### config.mk
export PLATFORM = sky130hd
export DESIGN_NAME = fft_host_sequencer_flat
export DESIGN_NICKNAME = d
export VERILOG_FILES = /design/src/rtl/fft_host_sequencer_if.sv /design/src/rtl/fft_host_sequencer.sv /design/src/flat_wrapper.sv
export SDC_FILE = /design/constraint.sdc
export NUM_CORES = 1
export LEC_CHECK = 0
export BUFFER_PORTS_ARGS = -buffer_cell sky130_fd_sc_hd__buf_2
export CAP_MARGIN = 20
export CORE_MARGIN = 2
export CORE_UTILIZATION = 43
export CTS_CLUSTER_DIAMETER = 100
export CTS_CLUSTER_SIZE = 25
export DETAILED_ROUTE_END_ITERATION = 7
export PLACE_DENSITY = 0.78
export SLEW_MARGIN = 10
export SYNTH_ARGS = -nofsm -noshare
export SYNTH_HDL_FRONTEND = slang
export SYNTH_SLANG_ARGS = --single-unit
### constraint.sdc
create_clock -name clk -period 1.85 [get_ports clk]
set_input_delay 0.0925 -clock clk [delete_from_list [all_inputs] [get_ports clk]]
set_output_delay 0.0925 -clock clk [all_outputs]
set_load 0.03 [all_outputs]
### src/rtl/fft_host_sequencer_if.sv
// Bundle of host, datapath and status signals around the FFT host sequencer.
// The sequencer connects through the slave modport; the surrounding host and
// datapath environment connects through the master modport.
interface fft_host_sequencer_if #(
  parameter int W  = 8,
  parameter int AW = 3
);
  logic          i_start;
  logic          i_in_valid;
  logic          o_in_ready;
  logic [W-1:0]  i_in_re;
  logic [W-1:0]  i_in_im;
  logic          o_load;
  logic [AW-1:0] o_load_addr;
  logic [W-1:0]  o_load_re;
  logic [W-1:0]  o_load_im;
  logic          o_transform;
  logic          i_done_transform;
  logic          o_read;
  logic [AW-1:0] o_read_addr;
  logic [W-1:0]  i_read_re;
  logic [W-1:0]  i_read_im;
  logic          o_out_valid;
  logic          i_out_ready;
  logic [W-1:0]  o_out_re;
  logic [W-1:0]  o_out_im;
  logic          o_out_last;
  logic          o_busy;
  logic          o_done;
  logic          o_error;

  modport slave (
    input  i_start, i_in_valid, i_in_re, i_in_im, i_done_transform,
           i_read_re, i_read_im, i_out_ready,
    output o_in_ready, o_load, o_load_addr, o_load_re, o_load_im, o_transform,
           o_read, o_read_addr, o_out_valid, o_out_re, o_out_im, o_out_last,
           o_busy, o_done, o_error
  );

  modport master (
    output i_start, i_in_valid, i_in_re, i_in_im, i_done_transform,
           i_read_re, i_read_im, i_out_ready,
    input  o_in_ready, o_load, o_load_addr, o_load_re, o_load_im, o_transform,
           o_read, o_read_addr, o_out_valid, o_out_re, o_out_im, o_out_last,
           o_busy, o_done, o_error
  );
endinterface

### src/rtl/fft_host_sequencer.sv
// FFT host sequencer: accepts N samples in natural order and writes them to the
// datapath RAM in bit-reversed order, kicks the transform, waits for its
// completion edge (with timeout), then reads the N results back in order and
// streams them out. Samples are passed through untouched.
module fft_host_sequencer #(
  parameter int N       = 8,
  parameter int I       = 4,
  parameter int F       = 4,
  parameter int TIMEOUT = 1024
) (
  input  logic              clk,
  input  logic              rst,
  fft_host_sequencer_if.slave bus
);
  localparam int W  = I + F;
  localparam int AW = $clog2(N);
  localparam int TW = $clog2(TIMEOUT + 1);
  localparam logic [AW:0]   K_LAST = (AW + 1)'(N - 1);
  localparam logic [TW-1:0] T_LAST = TW'(TIMEOUT - 1);

  typedef enum logic [2:0] {
    S_IDLE, S_LOAD, S_XFORM, S_WAIT, S_RD_REQ, S_RD_CAP, S_RD_OUT, S_FIN
  } state_t;

  state_t        state_q, state_d;
  logic [AW:0]   k_q, k_d;          // one spare bit so k never wraps within a run
  logic [TW-1:0] timer_q, timer_d;
  logic          done_prev_q, done_prev_d;
  logic          error_q, error_d;
  logic          load_q, load_d;
  logic [AW-1:0] load_addr_q, load_addr_d;
  logic [W-1:0]  load_re_q, load_re_d;
  logic [W-1:0]  load_im_q, load_im_d;
  logic          transform_q, transform_d;
  logic [W-1:0]  out_re_q, out_re_d;
  logic [W-1:0]  out_im_q, out_im_d;

  logic          accept;
  logic          k_is_last;
  logic          done_rise;
  logic          timed_out;
  logic [AW-1:0] k_rev;

  logic          in_ready_c;
  logic          read_c;
  logic [AW-1:0] read_addr_c;
  logic          out_valid_c;
  logic          out_last_c;
  logic          busy_c;
  logic          done_c;

  // Bit-reversed RAM address of the current sample index.
  for (genvar gi = 0; gi < AW; gi++) begin : g_rev
    assign k_rev[gi] = k_q[AW-1-gi];
  end

  assign accept    = (state_q == S_LOAD) && bus.i_in_valid;
  assign k_is_last = (k_q == K_LAST);
  // Only a genuine 0->1 transition counts; a level already high does not.
  assign done_rise = bus.i_done_transform && !done_prev_q;
  assign timed_out = (timer_q == T_LAST);

  // State register.
  always_ff @(posedge clk or posedge rst) begin
    if (rst) state_q <= S_IDLE;
    else     state_q <= state_d;
  end

  // Next-state logic.
  always_comb begin
    state_d = state_q;
    case (state_q)
      S_IDLE:   if (bus.i_start) state_d = S_LOAD;
      S_LOAD:   if (accept && k_is_last) state_d = S_XFORM;
      S_XFORM:  state_d = S_WAIT;
      S_WAIT: begin
        if (done_rise)      state_d = S_RD_REQ;
        else if (timed_out) state_d = S_IDLE;
      end
      S_RD_REQ: state_d = S_RD_CAP;
      S_RD_CAP: state_d = S_RD_OUT;
      S_RD_OUT: if (bus.i_out_ready) state_d = k_is_last ? S_FIN : S_RD_REQ;
      S_FIN:    state_d = S_IDLE;
      default:  state_d = S_IDLE;
    endcase
  end

  // Outputs decoded directly from the current state.
  always_comb begin
    in_ready_c  = (state_q == S_LOAD);
    read_c      = (state_q == S_RD_REQ);
    read_addr_c = read_c ? k_q[AW-1:0] : '0;
    out_valid_c = (state_q == S_RD_OUT);
    out_last_c  = (state_q == S_RD_OUT) && k_is_last;
    busy_c      = (state_q != S_IDLE);
    done_c      = (state_q == S_FIN);
  end

  // Next values of the counters, load port, transform pulse and output data.
  always_comb begin
    k_d         = k_q;
    timer_d     = (state_q == S_WAIT) ? timer_q + TW'(1) : '0;
    done_prev_d = bus.i_done_transform;
    error_d     = error_q;
    load_d      = 1'b0;
    load_addr_d = load_addr_q;
    load_re_d   = load_re_q;
    load_im_d   = load_im_q;
    transform_d = (state_q == S_XFORM);
    out_re_d    = out_re_q;
    out_im_d    = out_im_q;
    case (state_q)
      S_IDLE: begin
        if (bus.i_start) begin
          k_d     = '0;
          error_d = 1'b0;
        end
      end
      S_LOAD: begin
        if (accept) begin
          load_d      = 1'b1;
          load_addr_d = k_rev;
          load_re_d   = bus.i_in_re;
          load_im_d   = bus.i_in_im;
          k_d         = k_q + (AW + 1)'(1);
        end
      end
      S_WAIT: begin
        if (done_rise)      k_d     = '0;
        else if (timed_out) error_d = 1'b1;
      end
      S_RD_CAP: begin
        out_re_d = bus.i_read_re;
        out_im_d = bus.i_read_im;
      end
      S_RD_OUT: begin
        if (bus.i_out_ready && !k_is_last) k_d = k_q + (AW + 1)'(1);
      end
      default: ;
    endcase
  end

  // Counter, flag and data registers.
  always_ff @(posedge clk or posedge rst) begin
    if (rst) begin
      k_q         <= '0;
      timer_q     <= '0;
      done_prev_q <= 1'b0;
      error_q     <= 1'b0;
      load_q      <= 1'b0;
      load_addr_q <= '0;
      load_re_q   <= '0;
      load_im_q   <= '0;
      transform_q <= 1'b0;
      out_re_q    <= '0;
      out_im_q    <= '0;
    end else begin
      k_q         <= k_d;
      timer_q     <= timer_d;
      done_prev_q <= done_prev_d;
      error_q     <= error_d;
      load_q      <= load_d;
      load_addr_q <= load_addr_d;
      load_re_q   <= load_re_d;
      load_im_q   <= load_im_d;
      transform_q <= transform_d;
      out_re_q    <= out_re_d;
      out_im_q    <= out_im_d;
    end
  end

  assign bus.o_in_ready  = in_ready_c;
  assign bus.o_load      = load_q;
  assign bus.o_load_addr = load_addr_q;
  assign bus.o_load_re   = load_re_q;
  assign bus.o_load_im   = load_im_q;
  assign bus.o_transform = transform_q;
  assign bus.o_read      = read_c;
  assign bus.o_read_addr = read_addr_c;
  assign bus.o_out_valid = out_valid_c;
  assign bus.o_out_re    = out_re_q;
  assign bus.o_out_im    = out_im_q;
  assign bus.o_out_last  = out_last_c;
  assign bus.o_busy      = busy_c;
  assign bus.o_done      = done_c;
  assign bus.o_error     = error_q;
endmodule

### src/flat_wrapper.sv
// flat-port wrapper written by rule: the top's interface ports become plain ports
module fft_host_sequencer_flat 
#(
  parameter int N       = 8,
  parameter int I       = 4,
  parameter int F       = 4,
  parameter int TIMEOUT = 1024
)
  (clk, rst, bus_i_start, bus_i_in_valid, bus_i_in_re, bus_i_in_im, bus_i_done_transform, bus_i_read_re, bus_i_read_im, bus_i_out_ready, bus_o_in_ready, bus_o_load, bus_o_load_addr, bus_o_load_re, bus_o_load_im, bus_o_transform, bus_o_read, bus_o_read_addr, bus_o_out_valid, bus_o_out_re, bus_o_out_im, bus_o_out_last, bus_o_busy, bus_o_done, bus_o_error);
  fft_host_sequencer_if bus_i ();
  input  logic clk;
  input  logic rst;
  input wire logic [$bits(bus_i.i_start)-1:0] bus_i_start;
  input wire logic [$bits(bus_i.i_in_valid)-1:0] bus_i_in_valid;
  input wire logic [$bits(bus_i.i_in_re)-1:0] bus_i_in_re;
  input wire logic [$bits(bus_i.i_in_im)-1:0] bus_i_in_im;
  input wire logic [$bits(bus_i.i_done_transform)-1:0] bus_i_done_transform;
  input wire logic [$bits(bus_i.i_read_re)-1:0] bus_i_read_re;
  input wire logic [$bits(bus_i.i_read_im)-1:0] bus_i_read_im;
  input wire logic [$bits(bus_i.i_out_ready)-1:0] bus_i_out_ready;
  output wire logic [$bits(bus_i.o_in_ready)-1:0] bus_o_in_ready;
  output wire logic [$bits(bus_i.o_load)-1:0] bus_o_load;
  output wire logic [$bits(bus_i.o_load_addr)-1:0] bus_o_load_addr;
  output wire logic [$bits(bus_i.o_load_re)-1:0] bus_o_load_re;
  output wire logic [$bits(bus_i.o_load_im)-1:0] bus_o_load_im;
  output wire logic [$bits(bus_i.o_transform)-1:0] bus_o_transform;
  output wire logic [$bits(bus_i.o_read)-1:0] bus_o_read;
  output wire logic [$bits(bus_i.o_read_addr)-1:0] bus_o_read_addr;
  output wire logic [$bits(bus_i.o_out_valid)-1:0] bus_o_out_valid;
  output wire logic [$bits(bus_i.o_out_re)-1:0] bus_o_out_re;
  output wire logic [$bits(bus_i.o_out_im)-1:0] bus_o_out_im;
  output wire logic [$bits(bus_i.o_out_last)-1:0] bus_o_out_last;
  output wire logic [$bits(bus_i.o_busy)-1:0] bus_o_busy;
  output wire logic [$bits(bus_i.o_done)-1:0] bus_o_done;
  output wire logic [$bits(bus_i.o_error)-1:0] bus_o_error;
  assign bus_i.i_start = bus_i_start;
  assign bus_i.i_in_valid = bus_i_in_valid;
  assign bus_i.i_in_re = bus_i_in_re;
  assign bus_i.i_in_im = bus_i_in_im;
  assign bus_i.i_done_transform = bus_i_done_transform;
  assign bus_i.i_read_re = bus_i_read_re;
  assign bus_i.i_read_im = bus_i_read_im;
  assign bus_i.i_out_ready = bus_i_out_ready;
  assign bus_o_in_ready = bus_i.o_in_ready;
  assign bus_o_load = bus_i.o_load;
  assign bus_o_load_addr = bus_i.o_load_addr;
  assign bus_o_load_re = bus_i.o_load_re;
  assign bus_o_load_im = bus_i.o_load_im;
  assign bus_o_transform = bus_i.o_transform;
  assign bus_o_read = bus_i.o_read;
  assign bus_o_read_addr = bus_i.o_read_addr;
  assign bus_o_out_valid = bus_i.o_out_valid;
  assign bus_o_out_re = bus_i.o_out_re;
  assign bus_o_out_im = bus_i.o_out_im;
  assign bus_o_out_last = bus_i.o_out_last;
  assign bus_o_busy = bus_i.o_busy;
  assign bus_o_done = bus_i.o_done;
  assign bus_o_error = bus_i.o_error;
  fft_host_sequencer #(.N(N), .I(I), .F(F), .TIMEOUT(TIMEOUT)) u_core (.clk(clk), .rst(rst), .bus(bus_i));
endmodule
==> metrics.md, run 1 <==
| Metric | Value |
|---|---|
| Fraction of layout cells with a size suffix above 1 | `0.465` |
| Reg2reg start | `u_core.state_q[1]` |
| Slew Limit Fails | `0` |
| Antenna-violating nets left | `0` |
| Final setup fails | `0` |
| Critical setup path kind | `register to register` |
| Top-area cell type share of the netlist area | `0.577` |
| First-iteration detailed-routing DRC count | `92` |
| CTS Buffer Depth | `2` |
| DP HPWL | `about 3400 um` |
| Slowest stage cell, crit path | `or4b_1` |
| FMAX | `585 MHz` |
| Most common cell after layout, fill and taps aside | `buf_2` |
| Worst Clk Skew | `0.00953 ns` |
| Final Hold Viols | `0` |
| Post-synth EDFFs | `0` |
| Status | `completed` |
| Final WL | `5640 um` |
| Worst-Skew Late Latency | `about 0.33 ns` |
| Cell variety after synth | `41` |
| Post-Synthesis Cells | `roughly 200` |
| Residual DRC | `0` |
| Mapped Area | `2470 um2` |
| Nets | `367` |
| CP max stage delay | `0.58 ns` |
| Worst EP required | `2.05 ns` |
| Clock sinks | `57` |
| Num ports | `85` |
| Power per cell area | `1600 nW/um2` |
| Vias per inst | `4.86` |
| MaxCap Viol Count | `0` |
| CTS buffer count | `9` |
| CTS tree | `done` |
| Worst slew pin tran | `0.687 ns` |
| I/O Buffers | `84` |
| Syn_area_per_cell | `12.7 um2` |
| VDD IR max | `0.934 mV` |
| Initial antenna violation count | `0` |
| Post-Layout Cell Count | `around 400` |
| Total Die Area | `6370 um2` |
| HP Start | `bus_i_start` |
| Arrival time worst endpoint | `1.91 ns` |
| Inst Count DP | `354` |
| CTS H-tree lvls | `3` |
| Unrepaired setup endpoints after global routing | `false` |
| Yosys reg bits | `57` |
| Synth top area cells | `dfrtp_1 (58%), mux2_2 (16%), nor2_1 (2.4%)` |
| Setup TNS | `0 ns` |
| DR WL/cell | `roughly 14 um` |
| Syn Nets | `235` |
| Finished Core Util | `0.645` |
| Reg2Reg Depth | `5` |
| Ys flop type | `dfrtp_1` |
| FP Rows | `27` |
| Vias in the first global route | `1,993` |
| Critical path endpoint category | `register` |
| Fin crit share | `0.924` |
| Ys async rst share | `1.00` |
| Hold Crit Depth | `3` |
| GP Congestion | `0.857` |
| Rel. slew slack | `0.542` |
| Final Power | `~5.7 mW` |
| Layout overhead on the synthesized area | `44.4%` |
| Die Span Y | `79.8 um` |
| CP Max Fanout | `8` |
| Place WS | `0.0839 ns` |
| Largest area contributor in the netlist | `dfrtp_1` |
| Min-Delay Endpoint | `u_core.bus.o_error` |
| Reg2reg setup slack | `between 0.1 and 0.15 ns` |
| Initial Util | `0.446` |
| Antenna Cells | `0` |
| YS warnings | `0` |
| Total number of vias | `1,959` |
| Die extent in x | `79.8 um` |
| Clk root buf | `clkbuf_8` |
| Hold Crit Class | `primary input to register` |
| Setup slack after layout | `0.141 ns` |
| Static Leak | `1.70 nW` |
| Worst R2R End | `u_core.k_q[2]` |
| Register area share after synthesis | `0.577` |
| Tmin final | `1.71 ns` |
| Fillers | `397` |
| Core Area | `5540 um2` |
| Global route overflow | `0` |
| Most frequent cells in the layout | `buf_2 (84), dfrtp_1 (56), mux2_2 (35)` |
| Clock-pin slew on the worst setup and hold paths | `roughly 0.060 ns` |
| CP Launch Type | `register` |
| Pre-antenna DRT Iters | `4` |
| Largest net degree at the start of global routing | `between 50 and 60` |
| First-pass GRT wire length | `a little over 9000 um` |
| Tot GR Track Use | `0.189` |
| Worst-path cell chain | `or4b_1 -> o211ai_2 -> buf_4 -> or2_1 -> o31ai_1` |
per-stage QoR:
| step | cell area [um2] | hold slack (ns) |
|---|---|---|
| final | 3570 | 0.152 |
| after CTS | 3560 | 0.137 |
| after detailed placement | 3040 | 0.231 |
| after global routing | 3570 | 0.150 |
| after floorplan | 2480 | 0.124 |
| after global placement | 3040 | 0.232 |
where the power goes:
part | leakage [nW] | total, mW | internal, mW | switching [mW]
sequential | 0.708 | 2.01 | 1.72 | 0.293
combinational | 0.898 | 2.63 | 1.05 | 1.57
clock | 0.0909 | 1.08 | 0.605 | 0.473
Yosys cell counts, drive strengths merged (2+ instances only):
| master | n |
|---|---|
| o21ai | 5 |
| nor4 | 2 |
| a21o | 3 |
| mux2 | 35 |
| xnor2 | 6 |
| nand2 | 5 |
| or3 | 4 |
| nand3 | 4 |
| and2 | 2 |
| ha | 2 |
| buf | 6 |
| a21oi | 3 |
| nand2b | 5 |
| nor4bb | 2 |
| dfrtp | 57 |
| nor3 | 3 |
| nand3b | 5 |
| clkbuf | 2 |
| and3 | 4 |
| o31ai | 2 |
| inv | 6 |
| nor2 | 16 |
cell families (layout without fill, tap and decap cells):
kind of cell,after synthesis,after routing,share of synthesized area
flip-flops,57,57,0.577
adder cells (fa/ha/maj),2,2,0.0101
multiplexers,35,35,0.159
AND/OR/NAND/NOR,57,57,0.132
XOR/XNOR,7,7,0.0248
buffers and inverters,14,150,0.0273
AO/OA/AOI/OAI,23,23,0.0693
state kept, by name, indices dropped and copies added (netlist names):
name,cells
u_core.k_q,4
u_core.bus.o_error,1
u_core.bus.o_out_re,8
u_core.bus.o_load,1
u_core.bus.o_load_re,8
u_core.bus.o_transform,1
u_core.timer_q,11
u_core.bus.o_load_addr,3
u_core.done_prev_q,1
u_core.bus.o_load_im,8
u_core.state_q,3
u_core.bus.o_out_im,8
how the worst max path moves through the flow:
stage                                 start                       to  slack (ns)  cells after the start
after detailed placement  u_core.state_q[2]            u_core.k_q[2]        0.08                      5
after global routing          u_core.k_q[0]            u_core.k_q[2]        0.02                      5
final                     u_core.state_q[1]            u_core.k_q[2]        0.14                      5
after floorplan           u_core.state_q[2]  u_core.bus.o_load_im[7]         0.1                      5
after global placement    u_core.state_q[2]            u_core.k_q[2]        0.16                      5
after CTS                 u_core.state_q[2]            u_core.k_q[2]        0.08                      5
metal layers:
| metal | routed length, um | up-vias | global-route usage |
|---|---|---|---|
| met1 | 2380 | 923 | 0.224 |
| met3 | 419 | 7 | 0.0747 |
| met5 | 0 | - | 0 |
| met4 | 78 | 0 | 0.0864 |
| met2 | 2760 | 72 | 0.303 |
| li1 | - | 957 | - |
repair_timing:
action | in CTS | in global routing
hold endpoints to repair | 90 | 0
resized for setup | 0 | 2
setup endpoints to repair | 0 | 3
hold buffers | 34 | 0
setup buffers | 0 | 0
area by class of cell:
type / count / area (um2) / area share
Sequential cell: 57 / 1430 / 0.400
Multi-Input combinational cell: 124 / 991 / 0.278
Timing Repair Buffer: 129 / 856 / 0.240
Clock buffer: 9 / 124 / 0.0347
Tap cell: 72 / 90.1 / 0.0252
Clock inverter: 6 / 60.1 / 0.0168
Inverter: 6 / 22.5 / 0.00631
critical path: cells and delay by family (launching register included):
family                 cells  cell delay [ns]
AND/OR/NAND/NOR            2             0.75
flip-flops                 1             0.47
AO/OA/AOI/OAI              2             0.20
buffers and inverters      1             0.17
Note: power is estimated with default switching activity, not from simulation.
==> run 2, diff against run 1 <==
PLACE_DENSITY = not set   (was 0.78)
PLACE_DENSITY_LB_ADDON = 0.3   (was not set)
==> run 2 against run 1 <==
Final cell count rose by 0.50%. Sequential cell count did not move. Die area did not move. Core utilization rose by 0.88 points. Worst hold slack got worse by 0.026 ns. Critical path type unchanged. Critical endpoint is now u_core.k_q[1].
==> metrics.md, run 2 (synthesis results as in run 1) <==
| Metric | Value |
|---|---|
| Storage cell area | `1430 um2 (about the same)` |
| Final Hold Viols | `0 (unchanged)` |
| Worst Clk Skew | `0.00623 ns (-0.00330 ns)` |
| Final WL | `5410 um (-4.1%)` |
| Clock-pin slew on the worst setup and hold paths | `0.07 ns (about the same)` |
| Antenna-violating nets left | `0 (unchanged)` |
| Critical path endpoint category | `register` |
| Final setup fails | `0 (unchanged)` |
| Total Die Area | `6370 um2 (unchanged)` |
| Placed cell area | `3060 um2 (+0.66%)` |
| Gate power share | `0.446 (-0.013)` |
| CTS buffer count | `9 (unchanged)` |
| HP Start | `bus_i_start` |
| CTS Buffer Depth | `2 (unchanged)` |
| Fillers | `426 (+7.3%)` |
| Worst-Skew Late Latency | `0.34 ns (about the same)` |
| Clock sinks | `57 (unchanged)` |
| Most common cell after layout, fill and taps aside | `buf_2` |
| Largest register by flop count | `u_core.timer_q` |
| Unrepaired setup endpoints after global routing | `false` |
| Worst slew pin tran | `0.374 ns (-0.314 ns)` |
| First-pass GRT wire length | `8680 um (-4.8%)` |
| Rel. slew slack | `0.747 (+0.206)` |
| Most frequent cells in the layout | `buf_2 (84), dfrtp_1 (57), mux2_2 (35)` |
| Pre-antenna DRT Iters | `5 (+1)` |
| Initial Util | `0.446 (unchanged)` |
| Reg2Reg Depth | `5 (unchanged)` |
| FP Rows | `27 (unchanged)` |
| Core Area | `5540 um2 (unchanged)` |
| VDD IR max | `1.11 mV (+18%)` |
| Clk pwr share | `0.214 (+0.025)` |
| I/O Buffers | `84 (unchanged)` |
| GP Congestion | `0.874 (+1.9%)` |
| Reg2reg setup slack | `0.14 ns (about the same)` |
| Global route overflow | `0 (unchanged)` |
| Hold Crit Class | `primary input to register` |
| CTS H-tree lvls | `3 (unchanged)` |
| Die Span Y | `79.8 um (unchanged)` |
| Initial antenna violation count | `0 (unchanged)` |
| DR WL/cell | `13.4 um (-4.6%)` |
| Psw | `2.38 mW (+1.5%)` |
| CP Max Fanout | `8 (unchanged)` |
| Nets | `368 (+0.27%)` |
| Slew Limit Fails | `0 (unchanged)` |
| CTS tree | `done` |
| Sw frac | `0.402 (-0.00800)` |
| FMAX | `585 MHz (about the same)` |
| Status | `completed` |
| Final Power | `5.92 mW (+3.6%)` |
| Vias in the first global route | `2,021 (+1.4%)` |
| Setup TNS | `0 ns (unchanged)` |
| Antenna Cells | `0 (unchanged)` |
| Reg2reg start | `u_core.state_q[1]` |
| Static Leak | `1.72 nW (+1.4%)` |
| MaxCap Viol Count | `0 (unchanged)` |
| DP HPWL | `3590 um (+4.1%)` |
| Area of the multi-input gates | `987 um2 (-0.38%)` |
| Layout overhead on the synthesized area | `46.4%` |
| Vias per inst | `4.82 (-0.80%)` |
| Tmin final | `1.71 ns (+0.00165 ns)` |
| Largest net degree at the start of global routing | `58 (unchanged)` |
| Fraction of layout cells with a size suffix above 1 | `0.465 (about the same)` |
| Total number of vias | `1,953 (-0.31%)` |
| Pint | `3.54 mW (+5.0%)` |
| Die extent in x | `79.8 um (unchanged)` |
| Worst R2R End | `u_core.k_q[1]` |
| Num ports | `85 (unchanged)` |
| Max reg flops | `11 (unchanged)` |
| Residual DRC | `0 (unchanged)` |
| Fin crit share | `0.925 (about the same)` |
| Power per cell area | `1640 nW/um2 (+2.2%)` |
| Arrival time worst endpoint | `1.93 ns (+0.02 ns)` |
| Finished Cell Area | `3620 um2 (+1.4%)` |
| Worst setup path end | `u_core.k_q[1]` |
| Critical Path Source | `u_core.state_q[1]` |
| Critical setup path kind | `register to register` |
| Sequential share of power | `0.340 (-0.012)` |
| Tot GR Track Use | `0.181 (-0.00838)` |
| Clk root buf | `clkbuf_8` |
| CP Launch Type | `register` |
| Worst EP required | `2.07 ns (+0.02 ns)` |
| First-iteration detailed-routing DRC count | `92 (unchanged)` |
-- run 2: cell types whose count changed in the layout (fill, tap and decap cells not counted), sizes merged --
cell,before,now
buf,95,96
bufinv,1,2
clkinv,3,2
inv,6,7
-- run 2: repair_timing --
| action | CTS | global route |
|---|---|---|
| hold buffers | 34 | 0 |
| endpoints found under the hold margin | 90 | 0 |
| resized for setup | 0 | 1 |
| endpoints found under the setup margin | 0 | 2 |
| setup buffers | 0 | 0 |
-- run 2: routing by layer --
metal / track usage / part of all wire / wire length (um) / vias up
li1: - / - / - / 951
met1: 0.195 / 0.42 / 2290 / 920
met2: 0.317 / 0.49 / 2640 / 74
met3: 0.0690 / 0.076 / 412 / 8
met4: 0.0763 / 0.013 / 68 / 0
met5: 0 / 0 / 0 / -
-- run 2: worst min-delay path by stage --
stage / end / slack [ns] / cells past startpoint
6_report: u_core.bus.o_error / 0.13 / 3
5_1_grt: u_core.bus.o_error / 0.12 / 3
4_1_cts: u_core.bus.o_error / 0.11 / 3
3_5_place_dp: u_core.timer_q[3] / 0.18 / 3
3_3_place_gp: u_core.bus.o_load_im[6] / 0.17 / 3
2_1_floorplan: u_core.done_prev_q / 0.12 / 0
-- run 2: power groups by stage --
stage / sequential, mW / clock (mW) / combinational [mW]
final: 2.01 / 1.27 / 2.64
after global routing: 2.07 / 1.37 / 2.82
after CTS: 2.01 / 1.31 / 2.65
after detailed placement: 2.03 / 0 / 2.59
after global placement: 2.00 / 0 / 2.56
after floorplan: 2.79 / 0 / 1.04
-- run 2: stage by stage --
step                      setup slack (ns)   util  hold slack [ns]  std cells
after floorplan                     0.0999      -            0.124        195
after global placement               0.209  0.552            0.172        355
after detailed placement             0.161  0.552            0.177        355
after CTS                           0.0783  0.653            0.106        405
after global routing                0.0680  0.653            0.119        405
final                                0.140  0.653            0.126        405
-- run 2: worst max-delay path: stages, from the launching register on --
cell,delay (ns)
dfrtp_1,0.49
or4_1,0.58
o211ai_2,0.09
buf_4,0.16
or2_1,0.17
o21ai_0,0.10
-- run 2: final cells by class --
class,instances,share of cell area
Clock buffer,9,0.0342
Clock inverter,7,0.0259
Inverter,6,0.00622
Multi-Input combinational cell,124,0.273
Sequential cell,57,0.394
Tap cell,72,0.0249
Timing Repair Buffer,130,0.242
==> run 3, diff against run 2 <==
ABC_AREA = 1   (was not set)
==> run 3 against run 2 <==
Area after synthesis rose by 5.1%. Design area fell by 0.59%. Largest power group unchanged. Clock skew barely moved. Global-route usage rose by 0.43 points. Sequential cell count did not move. Sequential share of layout area rose by 0.23 points. Core utilization fell by 4.2 points. Non-clock buffer count fell by 10.
==> metrics.md, run 3 <==
| Metric | Value |
|---|---|
| Hold Crit Class | `primary input to register` |
| Most frequent cells in the layout | `nand2_1 (97), buf_2 (84), dfrtp_1 (57)` |
| PostCTS Resize Cnt | `0 (unchanged)` |
| Tot GR Track Use | `0.185 (+0.00434)` |
| Pre-antenna DRT Iters | `4 (-1)` |
| Largest register by flop count | `u_core.timer_q` |
| Worst slew pin tran | `0.398 ns (+0.0243 ns)` |
| Register area share after synthesis | `0.549 (-0.0278)` |
| Antenna-violating nets left | `0 (unchanged)` |
| Unrepaired setup endpoints after global routing | `false` |
| Die Span Y | `81.7 um (+2.4%)` |
| Clock-pin slew on the worst setup and hold paths | `0.06 ns (about the same)` |
| Most frequent cell after synthesis | `nand2_1` |
| Fin crit share | `0.932 (+0.00773)` |
| FP Rows | `28 (+3.7%)` |
| Largest net degree at the start of global routing | `58 (unchanged)` |
| CP Max Fanout | `8 (unchanged)` |
| Tmin final | `1.72 ns (+0.0143 ns)` |
| Status | `completed` |
| Max reg flops | `11 (unchanged)` |
| Yosys reg bits | `57 (unchanged)` |
| Residual DRC | `0 (unchanged)` |
| Antenna Cells | `0 (unchanged)` |
| Largest family of logic cells by synthesized area | `simple AND/OR/NAND/NOR gates` |
| CTS buffer count | `9 (unchanged)` |
| CTS H-tree lvls | `3 (unchanged)` |
| MaxCap Viol Count | `0 (unchanged)` |
| Setup TNS | `0 ns (unchanged)` |
| Global route overflow | `0 (unchanged)` |
| Final setup fails | `0 (unchanged)` |
| VDD IR max | `0.910 mV (-18%)` |
| Critical path endpoint category | `output port` |
| Top-area cell type share of the netlist area | `0.549 (-0.0278)` |
| Slew Limit Fails | `0 (unchanged)` |
| Post-synthesis compound-gate area fraction | `0.0400 (-0.0294)` |
| First-pass GRT wire length | `9430 um (+8.6%)` |
| Inst Count DP | `439 (+24%)` |
| Initial antenna violation count | `0 (unchanged)` |
| CTS Buffer Depth | `2 (unchanged)` |
| Nets | `448 (+22%)` |
| Post-synthesis mux area share | `0.0824 (-0.0770)` |
| Worst-Skew Late Latency | `0.33 ns (about the same)` |
| Clock sinks | `57 (unchanged)` |
| Post-Synthesis Cells | `284 (+46%)` |
| Synth Area in Adders | `0.00963 (-0.000488)` |
| # Post-CTS Setup Buffers | `0 (unchanged)` |
| First-iteration detailed-routing DRC count | `158 (+72%)` |
| CP Launch Type | `register` |
| YS warnings | `0 (unchanged)` |
| Ys async rst share | `1.00 (unchanged)` |
| Mapped Area | `2600 um2 (+5.1%)` |
| Layout overhead on the synthesized area | `38.5%` |
| Vias per inst | `4.70 (-2.6%)` |
| Syn Nets | `324 (+38%)` |
| FMAX | `580 MHz (-0.83%)` |
| Post-synth EDFFs | `0 (unchanged)` |
| Reg2reg setup slack | `0.26 ns (+0.12 ns)` |
| DP HPWL | `3930 um (+9.4%)` |
| Total Die Area | `6680 um2 (+4.8%)` |
| CTS tree | `done` |
| Post-synthesis xor/xnor area fraction | `0.00337 (-0.0214)` |
| Largest area contributor in the netlist | `dfrtp_1` |
| Fraction of layout cells with a size suffix above 1 | `0.313 (-0.152)` |
| Static Leak | `1.96 nW (+14%)` |
| Post-Layout Cell Count | `487 (+20%)` |
| Worst Clk Skew | `0.00629 ns (+0.0000569 ns)` |
| Critical setup path kind | `register to output port` |
| Total number of vias | `2,287 (+17%)` |
| Ys flop type | `dfrtp_1` |
| Die extent in x | `81.7 um (+2.4%)` |
| Initial Util | `0.441 (-0.00492)` |
| I/O Buffers | `84 (unchanged)` |
| Final WL | `5860 um (+8.3%)` |
| Final Hold Viols | `0 (unchanged)` |
| GP Congestion | `0.839 (-3.9%)` |
| Top cells by count, synth | `nand2_1 (97), dfrtp_1 (57), nor2_1 (29), inv_1 (22), nand3_1 (17)` |
| Clk root buf | `clkbuf_8` |
| Cell variety after synth | `23 (-44%)` |
| Post-synthesis simple-gate area fraction | `0.256 (+0.124)` |
| Vias in the first global route | `2,160 (+6.9%)` |
| Power per cell area | `1680 nW/um2 (+2.4%)` |
| Rel. slew slack | `0.735 (-0.0128)` |
| Synth top area cells | `dfrtp_1 (55%), nand2_1 (14%), mux2_4 (5.2%)` |
| Core Area | `5890 um2 (+6.2%)` |
| Worst EP required | `1.76 ns (-0.31 ns)` |
| Num ports | `85 (unchanged)` |
| Syn_area_per_cell | `9.15 um2 (-28%)` |
| DR WL/cell | `12.0 um (-9.9%)` |
| Arrival time worst endpoint | `1.63 ns (-0.30 ns)` |
| Most common cell after layout, fill and taps aside | `nand2_1` |
## run 3: cell count changes in the layout (fill, tap and decap cells not counted), sizes merged, moves of 4 or more
cell	previous run	this run
and3	4	0
a21oi	3	8
inv	7	25
nand2b	5	0
mux2	35	16
nand3b	5	0
nand3	4	18
or3	4	0
nor2	16	34
o21ai	5	10
clkbuf	9	13
xnor2	6	1
buf	96	87
nand2	5	99
## run 3: cell families after synthesis
| family | Yosys count |
|---|---|
| DFF | 57 |
| xor gates and xnor gates | 1 |
| and+or+nand+nor | 156 |
| adders and majority gates | 2 |
| buffers and inverters | 32 |
| muxes | 16 |
| AOI/OAI and AO/OA | 20 |
## run 3: what timing repair did
item | 4_1_cts | 5_1_grt
hold buffers | 33 | 0
setup endpoints to repair | 0 | 0
hold endpoints to repair | 89 | 0
## run 3: final timing paths
check	depth (start not counted)	startpoint	endpoint
worst max-delay path	3	u_core.state_q[2]	bus_o_out_last
worst min-delay path	2	bus_i_read_im[0]	u_core.bus.o_out_im[0]
worst max register to register	7	u_core.state_q[2]	u_core.k_q[2]
worst min register to register	1	u_core.timer_q[0]	u_core.timer_q[0]
max in group asynchronous	4	rst	u_core.timer_q[4]
min in group asynchronous	4	rst	u_core.bus.o_error
## run 3: cell type report
class                   count  area (um2)
clock buffers              13         169
well taps                  75        93.8
fillers                   494        2290
clock inverters             2        12.5
flip-flops and latches     57        1430
repair buffers            120         786
multi-input cells         195        1020
inverters                  25        93.8
## run 3: report_power, final
part / total, mW / internal, mW / switching, mW
logic: 2.92 / 1.00 / 1.92
registers: 2.04 / 1.71 / 0.327
clock network: 1.06 / 0.586 / 0.476
total: 6.03 / 3.30 / 2.72
## run 3: critical path, cell delays in order, from the launching register on
cell	delay [ns]
dfrtp_1	0.58
nand3_1	0.29
nor2_1	0.20
buf_2	0.23
## run 3: stage by stage
| stage | worst slack [ns] | hold slack [ns] | total power, mW | area, um2 | util |
|---|---|---|---|---|---|
| 2_1_floorplan | 0.261 | 0.124 | 4.23 | 2600 | - |
| 3_3_place_gp | 0.372 | 0.173 | 4.87 | 3090 | 0.524 |
| 3_5_place_dp | 0.284 | 0.174 | 4.93 | 3090 | 0.524 |
| 4_1_cts | 0.105 | 0.00284 | 6.07 | 3600 | 0.611 |
| 5_1_grt | 0.0203 | 0.0144 | 6.45 | 3600 | 0.611 |
| 6_report | 0.125 | 0.0160 | 6.03 | 3600 | 0.611 |
## run 3: routing by layer
layer	vias to the layer above	share of wire	track usage
met5	-	0	0
met4	0	0.013	0.0833
met3	8	0.077	0.0604
met2	78	0.47	0.285
met1	1059	0.44	0.238
li1	1142	-	-
